[config.mk]
export PLATFORM = sky130hd
export DESIGN_NAME = gray_decoder
export DESIGN_NICKNAME = d
export VERILOG_FILES = /design/src/rtl/gray_decoder.sv
export SDC_FILE = /design/constraint.sdc
export NUM_CORES = 1
export LEC_CHECK = 0
export ABC_AREA = 1
export BUFFER_PORTS_ARGS = -buffer_cell sky130_fd_sc_hd__buf_4
export CORE_UTILIZATION = 57
export DETAILED_ROUTE_END_ITERATION = 8
export PLACE_DENSITY = 0.94
export RECOVER_POWER = 25
export SYNTH_ARGS = -nofsm -noshare
export SYNTH_HDL_FRONTEND = slang
export SYNTH_SLANG_ARGS = --single-unit
[constraint.sdc]
create_clock -name clk -period 5.9 [get_ports clk]
set_clock_uncertainty 0.2 [all_clocks]
set_input_delay 0.59 -clock clk [delete_from_list [all_inputs] [get_ports clk]]
set_output_delay 0.59 -clock clk [all_outputs]
set_load 0.03 [all_outputs]
[src/rtl/gray_decoder.sv]
// Gray-count receiver: captures a Gray count, decodes it to binary and flags and counts illegal steps.
// Define GRAY_DECODER_SYNC_EN to add a two-flop resynchroniser in front of the decoder.
module gray_decoder #(
   parameter int WIDTH = 4,
   parameter int ERR_W = 8
) (
   input  logic             clk,
   input  logic             rst_n,
   input  logic [WIDTH-1:0] gray_in,
   input  logic             clr,
   output logic [WIDTH-1:0] bin_out,
   output logic             bin_valid,
   output logic             adv,
   output logic             wrap,
   output logic             step_err,
   output logic [ERR_W-1:0] err_cnt
);

   typedef enum logic {
      ST_ACQUIRE = 1'b0,
      ST_TRACK   = 1'b1
   } state_t;

`ifdef GRAY_DECODER_SYNC_EN
   localparam int FILL = 3;
`else
   localparam int FILL = 1;
`endif

   function automatic logic [WIDTH-1:0] gray_to_bin(input logic [WIDTH-1:0] g);
      logic [WIDTH-1:0] b;
      b = '0;
      b[WIDTH-1] = g[WIDTH-1];
      for (int i = WIDTH - 2; i >= 0; i--) begin
         b[i] = b[i+1] ^ g[i];
      end
      return b;
   endfunction

   function automatic logic [ERR_W-1:0] sat_inc(input logic [ERR_W-1:0] v);
      return (v == '1) ? v : v + ERR_W'(1);
   endfunction

   logic [WIDTH-1:0] g_q, g_d;
   logic [FILL-1:0]  fill_q, fill_d;
`ifdef GRAY_DECODER_SYNC_EN
   logic [WIDTH-1:0] g_s1_q, g_s1_d;
   logic [WIDTH-1:0] g_s2_q, g_s2_d;
`endif
   state_t           state_q, state_d;
   logic [WIDTH-1:0] prev_bin_q, prev_bin_d;
   logic [WIDTH-1:0] bin_out_q, bin_out_d;
   logic             bin_valid_q, bin_valid_d;
   logic             adv_q, adv_d;
   logic             wrap_q, wrap_d;
   logic             step_err_q, step_err_d;
   logic [ERR_W-1:0] err_cnt_q, err_cnt_d;

   logic [WIDTH-1:0] dec_g;
   logic [WIDTH-1:0] dec_bin;
   logic [WIDTH-1:0] delta;
   logic             dec_vld;

   // fill_q marks which capture/sync stages hold a genuine post-reset sample
   always_comb begin
      g_d    = gray_in;
      fill_d = (fill_q << 1) | FILL'(1);
`ifdef GRAY_DECODER_SYNC_EN
      g_s1_d = g_q;
      g_s2_d = g_s1_q;
      dec_g  = g_s2_q;
`else
      dec_g  = g_q;
`endif
      dec_vld = fill_q[FILL-1];
      dec_bin = gray_to_bin(dec_g);
      delta   = dec_bin - prev_bin_q;
   end

   always_comb begin
      state_d     = state_q;
      prev_bin_d  = prev_bin_q;
      bin_out_d   = dec_bin;
      bin_valid_d = bin_valid_q;
      adv_d       = 1'b0;
      wrap_d      = 1'b0;
      step_err_d  = 1'b0;
      err_cnt_d   = err_cnt_q;

      if (clr) begin
         state_d     = ST_ACQUIRE;
         prev_bin_d  = '0;
         bin_valid_d = 1'b0;
         err_cnt_d   = '0;
      end else if (dec_vld) begin
         case (state_q)
            ST_ACQUIRE: begin
               prev_bin_d  = dec_bin;
               bin_valid_d = 1'b1;
               state_d     = ST_TRACK;
            end
            ST_TRACK: begin
               if (delta == WIDTH'(1)) begin
                  adv_d      = 1'b1;
                  wrap_d     = (prev_bin_q == '1);
                  prev_bin_d = dec_bin;
               end else if (delta != '0) begin
                  // resync on the bad value so one glitch costs at most two errors
                  step_err_d = 1'b1;
                  err_cnt_d  = sat_inc(err_cnt_q);
                  prev_bin_d = dec_bin;
               end
            end
            default: state_d = ST_ACQUIRE;
         endcase
      end
   end

   always_ff @(posedge clk) begin
      if (!rst_n) begin
         g_q         <= '0;
         fill_q      <= '0;
`ifdef GRAY_DECODER_SYNC_EN
         g_s1_q      <= '0;
         g_s2_q      <= '0;
`endif
         state_q     <= ST_ACQUIRE;
         prev_bin_q  <= '0;
         bin_out_q   <= '0;
         bin_valid_q <= 1'b0;
         adv_q       <= 1'b0;
         wrap_q      <= 1'b0;
         step_err_q  <= 1'b0;
         err_cnt_q   <= '0;
      end else begin
         g_q         <= g_d;
         fill_q      <= fill_d;
`ifdef GRAY_DECODER_SYNC_EN
         g_s1_q      <= g_s1_d;
         g_s2_q      <= g_s2_d;
`endif
         state_q     <= state_d;
         prev_bin_q  <= prev_bin_d;
         bin_out_q   <= bin_out_d;
         bin_valid_q <= bin_valid_d;
         adv_q       <= adv_d;
         wrap_q      <= wrap_d;
         step_err_q  <= step_err_d;
         err_cnt_q   <= err_cnt_d;
      end
   end

   assign bin_out   = bin_out_q;
   assign bin_valid = bin_valid_q;
   assign adv       = adv_q;
   assign wrap      = wrap_q;
   assign step_err  = step_err_q;
   assign err_cnt   = err_cnt_q;

endmodule

* Yosys cells after proc, flatten, opt, wreduce, memory -nomap -nowiden
Index checks and enable logic that the tools add are counted.
** Storage, ports and cells
- Word-level logic and storage cells :: 38
- Bits in registers :: 26
- Output and inout port bits :: 16
** Cells by class
- $add $sub $neg :: 2
- Mux-type cells :: 6
- Bitwise gates (word level) :: 8
- Reduce and logical (&&, ||, !) cells :: 8
- Eq/ne operators :: 4
** Operators with widths (count)
- $reduce_or 5->1 :: 2
- $add 8x1->8 const B :: 1
- $eq 8x8->1 const B :: 1
- $mux 4 :: 2
- $pmux 4 s2 :: 1
- $not 1->1 :: 5
- $reduce_and 5->1 :: 1
- $eq 4x1->1 const B :: 1
- $eq 4x4->1 const B :: 1
- $reduce_and 2->1 :: 2
- $reduce_bool 4->1 :: 1
- $reduce_or 4->1 :: 1
- $sub 4x4->4 :: 1
- $mux 1 :: 3
- $ne 3x1->1 const B :: 1
- $xor 1x1->1 :: 3
- $reduce_or 2->1 :: 1

* Logic depth before layout (Yosys ltp)
Gate-level depths: netlist of run 1.
- Depth in word-level cells :: 8
- Mapped depth :: 18
- Depth with buffers taken out :: 18

* Worst setup path before layout of run 1
No wires, ideal clock.
- Path type :: reg2reg
- Start point :: register g_q[3] (netlist: dec_g[3])
- End point :: register err_cnt_q[6] (netlist: err_cnt[6])
- Library setup time :: 73 ps
- Arrival time :: 2291 ps
- Setup slack :: 3336 ps
- Period minus slack after synthesis :: 2564 ps
- Cell stages (with the launch flop) :: 16
- Cells stage by stage :: dfxtp_1 > xnor2_1 > inv_2 > nand2_1 > nand2_2 > inv_2 > nand2_1 > nand2_1 > inv_1 > ha_1 > fa_1 > xor2_2 > nand4_4 > nand2_4 > nand2_1 > a21oi_1
** Between the ends
- Word-level cells in the longest chain between the ends :: 7
- Elaborated cells between the ends (all ways) :: 8
** Ends and longest elaborated chain
- start, declared :: RTL line 44 : logic [WIDTH-1:0] g_q, g_d;
- start signal, assigned :: RTL line 136 : g_q <= g_d;
- $xor 1x1->1 * :: RTL line 35 : b[i] = b[i+1] ^ g[i];
- net bin_out_d[2] :: RTL line 52 : logic [WIDTH-1:0] bin_out_q, bin_out_d;
- $xor 1x1->1 * :: RTL line 35
- net bin_out_d[1] :: RTL line 52
- $xor 1x1->1 :: RTL line 35
- $sub 4x4->4 * :: RTL line 77 : delta = dec_bin - prev_bin_q;
- $eq 4x1->1 :: RTL line 103 : if (delta == WIDTH'(1)) begin
- $not 1->1 (no line)
- $reduce_and 5->1 (no line) *
- end signal, assigned :: RTL line 149 : err_cnt_q <= err_cnt_d;
- end, declared :: RTL line 57 : logic [ERR_W-1:0] err_cnt_q, err_cnt_d;
The timed path passes the listed nets; every way through them passes the cells marked *.
A chain may end at the register's enable or synchronous reset.

* Worst setup path in the final report of run 1
Same ends and word-level chain as after synthesis.

==> results of run 1 <==
stage by stage:
step	hold slack [ps]	std cells	utilization (%)	worst slack [ps]	power [mW]
2_1_floorplan	248.8	152	-	3336	0.2459
3_3_place_gp	262.2	201	70.96	3195	0.2613
3_5_place_dp	289.1	201	70.96	3022	0.2662
4_1_cts	223.4	204	72.10	2973	0.3367
5_1_grt	263.9	204	71.78	2611	0.3518
6_report	261.5	204	71.78	2851	0.3344
final cells by class:
cell class,count,area [µm²]
Clock buffer,3,22.52
Timing Repair Buffer,22,161.4
Fill cell,144,559.3
Sequential cell,26,520.5
Inverter,23,86.33
Tap cell,27,33.78
Multi-Input combinational cell,103,598.1
sequential cells by signal (all words and copies together) (netlist names):
name        count
adv             1
state_q         1
err_cnt         8
bin_valid       1
dec_g           4
prev_bin_q      4
step_err        1
wrap            1
dec_vld         1
bin_out         4
worst min-delay path, delay by kind of cell:
| family | cells | cell delay, ps |
|---|---|---|
| buf+inv | 2 | 120 |
| simple gates | 1 | 40 |
layout by cell type, fill, tap and decap left out, types with 2 or more instances in the layout:
cell type,count
nor2_1,15
clkbuf_4,3
nand2_2,4
ha_1,4
dfxtp_1,26
nor3_1,2
inv_1,20
nand2_1,30
a21oi_1,14
xnor2_1,3
buf_4,21
clkinv_1,2
nand3_1,16
xor2_1,4
nand4_1,3
power breakdown:
| group | internal (mW) | switching, mW |
|---|---|---|
| Combinational | 0.0264 | 0.0495 |
| Sequential | 0.182 | 0.00472 |
| Clock | 0.0239 | 0.0477 |
final timing paths:
kind / start / endpoint / slack (ps) / cells past startpoint
hold / removal: gray_in[2] / dec_g[2] / 260 / 3
setup reg to reg: dec_g[3] / err_cnt[6] / 2850 / 15
hold reg to reg: bin_valid / bin_valid / 310 / 2
setup / recovery: dec_g[3] / err_cnt[6] / 2850 / 15
kinds of logic after synthesis:
| kind of cell | count (synthesis) |
|---|---|
| compound gates | 15 |
| simple gates | 75 |
| buf+inv | 23 |
| xor+xnor | 8 |
| fa+ha+maj | 5 |
| flops | 26 |
per-layer routing:
layer	vias to the layer above	track usage [%]
met5	-	0
met4	0	12.78
met3	10	4.528
met2	41	41.62
met1	503	32.18
li1	535	-
==> reports/metrics.cfg, run 1 <==
[logic_synthesis]
muxShareOfSynthArea_pct=0
synth_xor_xnor_area_share_pct=6.425
synthAdderAreaFrac_pct=5.803
yosys.area.top_type=dfxtp_1
async_flop_share_pct=0
synth-simple-area-share_pct=29.95
avgSynthCellArea_um2=7.943
synth_cell_types=22
synth_common_cells=nand2_1, dfxtp_1, inv_1
synth.most_common_cell=nand2_1
netlist_instances=152
syn-num-nets=164
syn_area_um2=1207
synth_compound_area_share_pct=7.565
synth_top_area_share_pct=43.11
synth_top_family_by_area=simple AND/OR/NAND/NOR gates
yosys-top-cells-area=dfxtp_1, nand2_1, nand3_1
yosys_warnings=0
ys_seq_elements=26
synth_edf_count=0
ys_seq_area_share_pct=43.11
synth_ff_type=dfxtp_1

[clock_network]
clock_sinks=26
cts-root-buf=clkbuf_4
cts_setup_buffers=0
cts_resized=0
cts_tree=done
cts.clk_slew.worst_paths_ps=120
ctsLongestPathBuffers=2
h-tree-depth=1
cts_hold_buffers=0
clock_latency_ps=310
cts-buffers-inserted=3

[setup_path]
worstPathBufferInverterCount=3
cpMostUsedCell=nand2_1
start_kind=register
cp.arrival_ps=3100
crit_path_end_kind=register
cp_cell_sequence=xnor2_1 > clkinv_1 > nand2_1 > nand2_2 > inv_2 > nand2_1 > nand2_1 > inv_1 > ha_1 > fa_1 > xor2_2 > nand4_4 > nand2_4 > nand2_1 > a21oi_1
crit_fanout=10
max_stage_delay_ps=420
path_delay_family=simple AND/OR/NAND/NOR gates
required_ps=5950
criticalPathCategory=reg2reg
cpMaxStageDelayCell=fa_1

[route]
met1_length_um=1076
drt-initial-drc-count=31
detail_route.vias_per_cell=5.338
ant_nets=0
wl_met2_um=1306
drcViolationCount=0
dr.pass1.iters=4
dr_total_vias=1089
top_layer=met4
wire_per_inst_um=12.61
met3_length_um=134
wl_um=2573

[layout]
fin_area_um2=1423
drive_above_1_share_pct=19.77
syn_to_final_growth_pct=17.82
nNetsFinal=191
num_antenna_cells=0

[sta]
post-route-min-period_ps=3049
slew_violations=0
setup_viol=0
rsz0062_at_grt=no
period_share_pct=51.67
timing.setup.tns_ps=0
slew_headroom_pct=70.22
fmax_mhz=328.0
worst_pin_slew_ps=445.1
hold_violations=0

[pwr]
vdd_drop_max_uv=201.1
powerDensity_nw_per_um2=235.1
leakagePower_nw=0.6671

[die]
dieArea_um2=2306
core_area_um2=1982
start_util_pct=60.92
die_y_um=48.03
rows=16
ios=23
die_w_um=48.03

[grt]
grt_pass1_vias=1004
antenna_found_initial=0
overflow=0
grt_max_degree=14
grt_usage_pct=25.49
grt_pass1_wl_um=4064

[place]
io_buffers=22
hpwlAfterDp_um=1937
gp_congestion=0.8486
dpl_cell_area_um2=1406

[status]
outcome=complete, no violations

[min_path]
hold_path.class=in2reg

[run]
maxCapViolCount=0

Power figures use the tool's default switching activity.
==> inputs of run 2 (changes only) <==
--- a/config.mk
+++ b/config.mk
@@ -7,9 +7,9 @@
 export LEC_CHECK = 0
 export ABC_AREA = 1
 export BUFFER_PORTS_ARGS = -buffer_cell sky130_fd_sc_hd__buf_4
-export CORE_UTILIZATION = 57
+export CORE_UTILIZATION = 48
 export DETAILED_ROUTE_END_ITERATION = 8
-export PLACE_DENSITY = 0.94
+export PLACE_DENSITY = 0.85
 export RECOVER_POWER = 25
 export SYNTH_ARGS = -nofsm -noshare
 export SYNTH_HDL_FRONTEND = slang
==> constraint.sdc (replaced) <==
create_clock -name clk -period 2.7 [get_ports clk]
set_clock_uncertainty 0.2 [all_clocks]
set_input_delay 0.27 -clock clk [delete_from_list [all_inputs] [get_ports clk]]
set_output_delay 0.27 -clock clk [all_outputs]
set_load 0.03 [all_outputs]
==> run 2 against run 1 <==
Effect of this change:
- sequential power up 120%
- hold slack better by 58 ps
- core utilization up 0.55 points
- critical path depth unchanged
- sequential share of layout area down 5.1 points
- critical path type unchanged
- highest routed layer unchanged
==> reports/metrics.cfg, run 2 (synthesized netlist as in run 1, its figures left out) <==
[status]
outcome=complete, no violations

[grt]
antenna_found_initial=0  ; unchanged
overflow=0  ; unchanged
grt_pass1_vias=1081  ; +7.7%
grt_usage_pct=23.67  ; -1.8 points
grt_max_degree=16  ; +2
grt_pass1_wl_um=4657  ; +15%

[sta]
period_share_pct=97.10  ; +45 points
fmax_mhz=381.4  ; +16%
timing.final.ws_setup_ps=78.22  ; -2773 ps
slew_violations=0  ; unchanged
hold_violations=0  ; unchanged
setup_viol=0  ; unchanged
worst_pin_slew_ps=367.0  ; -78.13 ps
slew_headroom_pct=75.48  ; +5.3 points
hold_ws_ps=319.4  ; +57.94 ps
rsz0062_at_grt=yes
post-route-min-period_ps=2622  ; -426.9 ps
timing.setup.tns_ps=0  ; unchanged

[route]
detail_route.vias_per_cell=5.190  ; -2.8%
drcViolationCount=0  ; unchanged
dr.pass1.iters=4  ; unchanged
dr_total_vias=1147  ; +5.3%
wire_per_inst_um=13.57  ; +7.6%
ant_nets=0  ; unchanged
wl_um=3000  ; +17%
drt-initial-drc-count=41  ; +32%

[setup_path]
cp.arrival_ps=2690  ; -410 ps
crit_fanout=8  ; -2
criticalPathCategory=reg2reg
crit_path_end_kind=register
ff2ff_path_depth=15  ; unchanged
start_kind=register
required_ps=2770  ; -3180 ps

[die]
start_util_pct=52.56  ; -8.4 points
die_w_um=52.16  ; +8.6%
die_y_um=52.16  ; +8.6%
ios=23  ; unchanged
core_area_um2=2297  ; +16%
dieArea_um2=2720  ; +18%
rows=17  ; +1

[pwr]
p_seq_share_pct=44.9  ; -11 points
intPower_mw=0.6511  ; +180%
pwr-share-clk_pct=29.7  ; +8.3 points
power.switching_mw=0.2612  ; +160%
powerDensity_nw_per_um2=549.1  ; +130%
vdd_drop_max_uv=589.4  ; +190%
p_sw_share_pct=28.64  ; -1.8 points
leakagePower_nw=0.7746  ; +16%
combPwrFrac_pct=25.4  ; +2.7 points
totalPowerFinal_mw=0.9123  ; +170%

[min_path]
hold_path.class=reg2reg
hold_depth=2  ; -1

[clock_network]
cts.clk_slew.worst_paths_ps=140  ; +20 ps
clock_sinks=26  ; unchanged
h-tree-depth=1  ; unchanged
clock_latency_ps=330  ; +20 ps
cts-root-buf=clkbuf_4
ctsLongestPathBuffers=2  ; unchanged
cts_tree=done
cts-buffers-inserted=3  ; unchanged

[place]
dpl_cell_area_um2=1445  ; +2.8%
hpwlAfterDp_um=1963  ; +1.3%
place_ws_ps=-63.47  ; -3086 ps
io_buffers=22  ; unchanged
gp_congestion=0.8026  ; -5.4%

[layout]
nNetsFinal=206  ; +7.9%
drive_above_1_share_pct=32.64  ; +13 points
syn_to_final_growth_pct=37.62
fin_area_um2=1662  ; +17%
final_common_cell=buf_4
multi_input_comb_area_um2=659.4  ; +10%
ff_latch_area_um2=523.0  ; +0.48%
num_antenna_cells=0  ; unchanged
fillers=165  ; +15%
largest_register_ffs=8  ; unchanged
final_cell_mix=buf_4, nand2_1, dfxtp_1

[run]
maxCapViolCount=0  ; unchanged

## run 2: changes by cell type in the layout (fill, tap and decap cells not counted), sizes merged
cell         previous run  this run
bufinv                  0         1
clkinv                  2         1
dlygate4sd3             0         6
inv                    21        22
clkbuf                  4         3
buf                    21        31
## run 2: final timing paths
path | startpoint | slack, ps | endpoint
min | bin_valid | 320 | bin_valid
min reg2reg | bin_valid | 320 | bin_valid
max reg2reg | dec_g[2] | 80 | err_cnt[2]
max | dec_g[2] | 80 | err_cnt[2]
## run 2: power groups by stage
stage | clock network [mW] | logic (mW) | registers, mW
4_1_cts | 0.276 | 0.203 | 0.408
3_3_place_gp | 0 | 0.169 | 0.415
6_report | 0.271 | 0.232 | 0.410
3_5_place_dp | 0 | 0.179 | 0.416
2_1_floorplan | 0 | 0.111 | 0.426
5_1_grt | 0.292 | 0.253 | 0.412
## run 2: critical path: stages (launching register included)
cell     delay, ps
dfxtp_2        360
xnor2_2        220
inv_2           60
nand2_2         60
nand2_2         70
inv_2           60
nand2_2         50
nand2_2         80
inv_2           50
ha_4           160
fa_2           540
buf_4          130
nand4_4        140
nand2_4        140
nand2_1         90
a21oi_2        140
## run 2: final cells by class
class / count / share of cell area, %
clock buffer: 3 / 1.355
sequential: 26 / 31.48
timing repair buffer: 37 / 18.37
inverter: 23 / 5.196
multi-input combinational: 103 / 39.68
clock inverter: 1 / 1.807
tap: 28 / 2.108
## run 2: layer usage
metal / track usage (%) / vias to the layer above / share of wire (%)
li1: - / 563 / -
met1: 27.03 / 538 / 40
met2: 41.67 / 37 / 53
met3: 4.678 / 9 / 4.7
met4: 11.40 / 0 / 2.4
met5: 0 / - / 0
## run 2: repair_timing
item,CTS,global route
resized for setup,1,15
pin swaps,1,7
endpoints found under the hold margin,10,0
setup endpoints to repair,12,14
buffers inserted,1,3
hold buffers,6,0
## run 2: stage by stage
step / util [%] / cells
floorplan: - / 152
global placement: 62.91 / 207
detailed placement: 62.91 / 207
CTS: 69.01 / 218
global route: 72.33 / 221
finish: 72.33 / 221
==> inputs of run 3 (changes only) <==
--- a/config.mk
+++ b/config.mk
@@ -7,9 +7,9 @@
 export LEC_CHECK = 0
 export ABC_AREA = 1
 export BUFFER_PORTS_ARGS = -buffer_cell sky130_fd_sc_hd__buf_4
-export CORE_UTILIZATION = 48
+export CORE_UTILIZATION = 30
 export DETAILED_ROUTE_END_ITERATION = 8
-export PLACE_DENSITY = 0.85
+export PLACE_DENSITY = 0.62
 export RECOVER_POWER = 25
 export SYNTH_ARGS = -nofsm -noshare
 export SYNTH_HDL_FRONTEND = slang
==> run 3 against run 2 <==
Effect of this change:
- clock power down 22%
- setup slack improved by 43 ps
- total power is 8.8% lower
- maximum frequency grew 1.7%
- sequential cell count stayed put
- count of clock-buffer cells in the layout unchanged
- core utilization fell by 29 points
- hold slack got worse by 230 ps
- non-clock buffer count decreased by 2
- combinational power shrank 9.1%
- critical path depth stayed put
- final cell count is 7.7% higher
- highest routed layer unchanged
==> reports/metrics.cfg, run 3 (synthesized netlist as in run 1, its figures left out) <==
[layout]
drive_above_1_share_pct=30.53  ; -2.1 points
syn_to_final_growth_pct=36.17
final_cell_mix=nand2_1, dfxtp_1, buf_4
num_antenna_cells=0  ; unchanged
fillers=369  ; +120%
nNetsFinal=204  ; -0.97%
largest_register_ffs=8  ; unchanged

[run]
maxCapViolCount=0  ; unchanged

[grt]
grt_pass1_wl_um=3636  ; -22%
overflow=0  ; unchanged
grt_max_degree=14  ; -2
grt_usage_pct=11.20  ; -12 points
grt_pass1_vias=807  ; -25%
antenna_found_initial=0  ; unchanged

[place]
place_ws_ps=-8.733  ; +54.74 ps
hpwlAfterDp_um=1646  ; -16%
gp_congestion=0.8345  ; +4.0%
io_buffers=22  ; unchanged

[sta]
setup_viol=0  ; unchanged
timing.final.ws_setup_ps=121.5  ; +43.32 ps
period_share_pct=95.50  ; -1.6 points
slew_headroom_pct=76.11  ; +0.63 points
hold_violations=0  ; unchanged
fmax_mhz=387.8  ; +1.7%
post-route-min-period_ps=2578  ; -43.32 ps
worst_pin_slew_ps=359.9  ; -7.072 ps
slew_violations=0  ; unchanged

[pwr]
power.switching_mw=0.2401  ; -8.1%
powerDensity_nw_per_um2=506.0  ; -7.8%
combPwrFrac_pct=25.4  ; about the same
p_seq_share_pct=49.1  ; +4.2 points
pwr-share-clk_pct=25.5  ; -4.2 points
intPower_mw=0.5918  ; -9.1%
p_sw_share_pct=28.86  ; +0.23 points
totalPowerFinal_mw=0.8319  ; -8.8%
leakagePower_nw=0.7389  ; -4.6%
vdd_drop_max_uv=276.5  ; -53%

[die]
ios=23  ; unchanged
core_area_um2=3771  ; +64%
die_w_um=65.44  ; +25%
dieArea_um2=4282  ; +57%
start_util_pct=32.02  ; -21 points
die_y_um=65.44  ; +25%
rows=22  ; +5

[setup_path]
criticalPathCategory=reg2reg
crit_path_end_kind=register
crit_fanout=6  ; -2
cp.arrival_ps=2530  ; -160 ps
start_kind=register
required_ps=2660  ; -110 ps

[route]
ant_nets=0  ; unchanged
drt-initial-drc-count=38  ; -7.3%
detail_route.vias_per_cell=4.408  ; -15%
wire_per_inst_um=10.17  ; -25%
wl_um=2420  ; -19%
drcViolationCount=0  ; unchanged
dr.pass1.iters=4  ; unchanged
dr_total_vias=1049  ; -8.5%

[clock_network]
cts-buffers-inserted=3  ; unchanged
cts.clk_slew.worst_paths_ps=80  ; -60 ps
clock_latency_ps=270  ; -60 ps
clock_sinks=26  ; unchanged
cts_tree=done
ctsLongestPathBuffers=2  ; unchanged
cts-root-buf=clkbuf_8
h-tree-depth=1  ; unchanged

[min_path]
hold_path.class=in2reg

[status]
outcome=complete, no violations

-- run 3: cell types whose count changed in the layout (fill, tap and decap cells not counted), moves of 3 or more --
cell / before / now
buf_4: 30 / 25
a21oi_1: 13 / 10
a21oi_2: 1 / 4
clkbuf_1: 0 / 3
clkbuf_4: 3 / 0
clkbuf_8: 0 / 3
nand3_1: 12 / 15
nand3_2: 5 / 2
-- run 3: final cells by class --
| class | count | area [µm²] | share of cell area [%] |
|---|---|---|---|
| repair buffers | 35 | 271.5 | 16.51 |
| inverters | 23 | 88.84 | 5.403 |
| well taps | 48 | 60.06 | 3.653 |
| multi-input cells | 103 | 660.6 | 40.18 |
| clock buffers | 3 | 41.29 | 2.511 |
| flip-flops and latches | 26 | 521.8 | 31.74 |
-- run 3: path summary, 6_finish.rpt --
kind | from | endpoint | slack [ps] | depth (start not counted)
worst max-delay path | dec_g[2] | err_cnt[0] | 120 | 15
worst min-delay path | clr | prev_bin_q[0] | 80 | 4
worst max register to register | dec_g[2] | err_cnt[0] | 120 | 15
worst min register to register | bin_valid | bin_valid | 280 | 2
-- run 3: metal layers --
metal  up-vias  global-route usage [%]  wire length [µm]
li1        561                       -                 -
met1       465                   16.08              1193
met2        19                   15.72              1104
met3         4                   2.083                74
met4         0                   5.707                46
met5         -                       0                 0
-- run 3: repair_timing --
action,in CTS,in global routing
setup endpoints to repair,2,12
setup buffers,0,5
pin swaps,0,8
gates resized for setup,1,19
hold buffers,5,0
hold endpoints to repair,5,0
gates cloned,0,0
-- run 3: power groups by stage --
stage               sequential, mW  combinational, mW  clock (mW)
floorplan                    0.426              0.111           0
global placement             0.416              0.165           0
detailed placement           0.415              0.165           0
CTS                          0.407              0.173       0.217
global route                 0.410              0.230       0.233
finish                       0.408              0.211       0.212
-- run 3: through the flow --
stage	TNS (ps)	instances	cell area, µm²	hold WS [ps]	util [%]
final	0	238	1644	84.65	43.60
after floorplan	0	152	1207	97.72	-
after global placement	0	225	1455	236.2	38.59
after CTS	0	233	1554	81.19	41.21
after global routing	-7.974	238	1644	82.15	43.60
after detailed placement	-13.21	225	1455	237.4	38.59
-- run 3: critical path, stage by stage (launching register included) --
cell and delay [ps]:
dfxtp_2 340, xnor2_2 200, inv_2 60, nand2_2 70, nand2_4 70, inv_4 60, nand2_1 50, nand2_2 60
inv_2 50, ha_4 160, fa_2 550, buf_4 120, nand4_4 150, buf_6 170, nand3b_1 100, a21oi_2 60
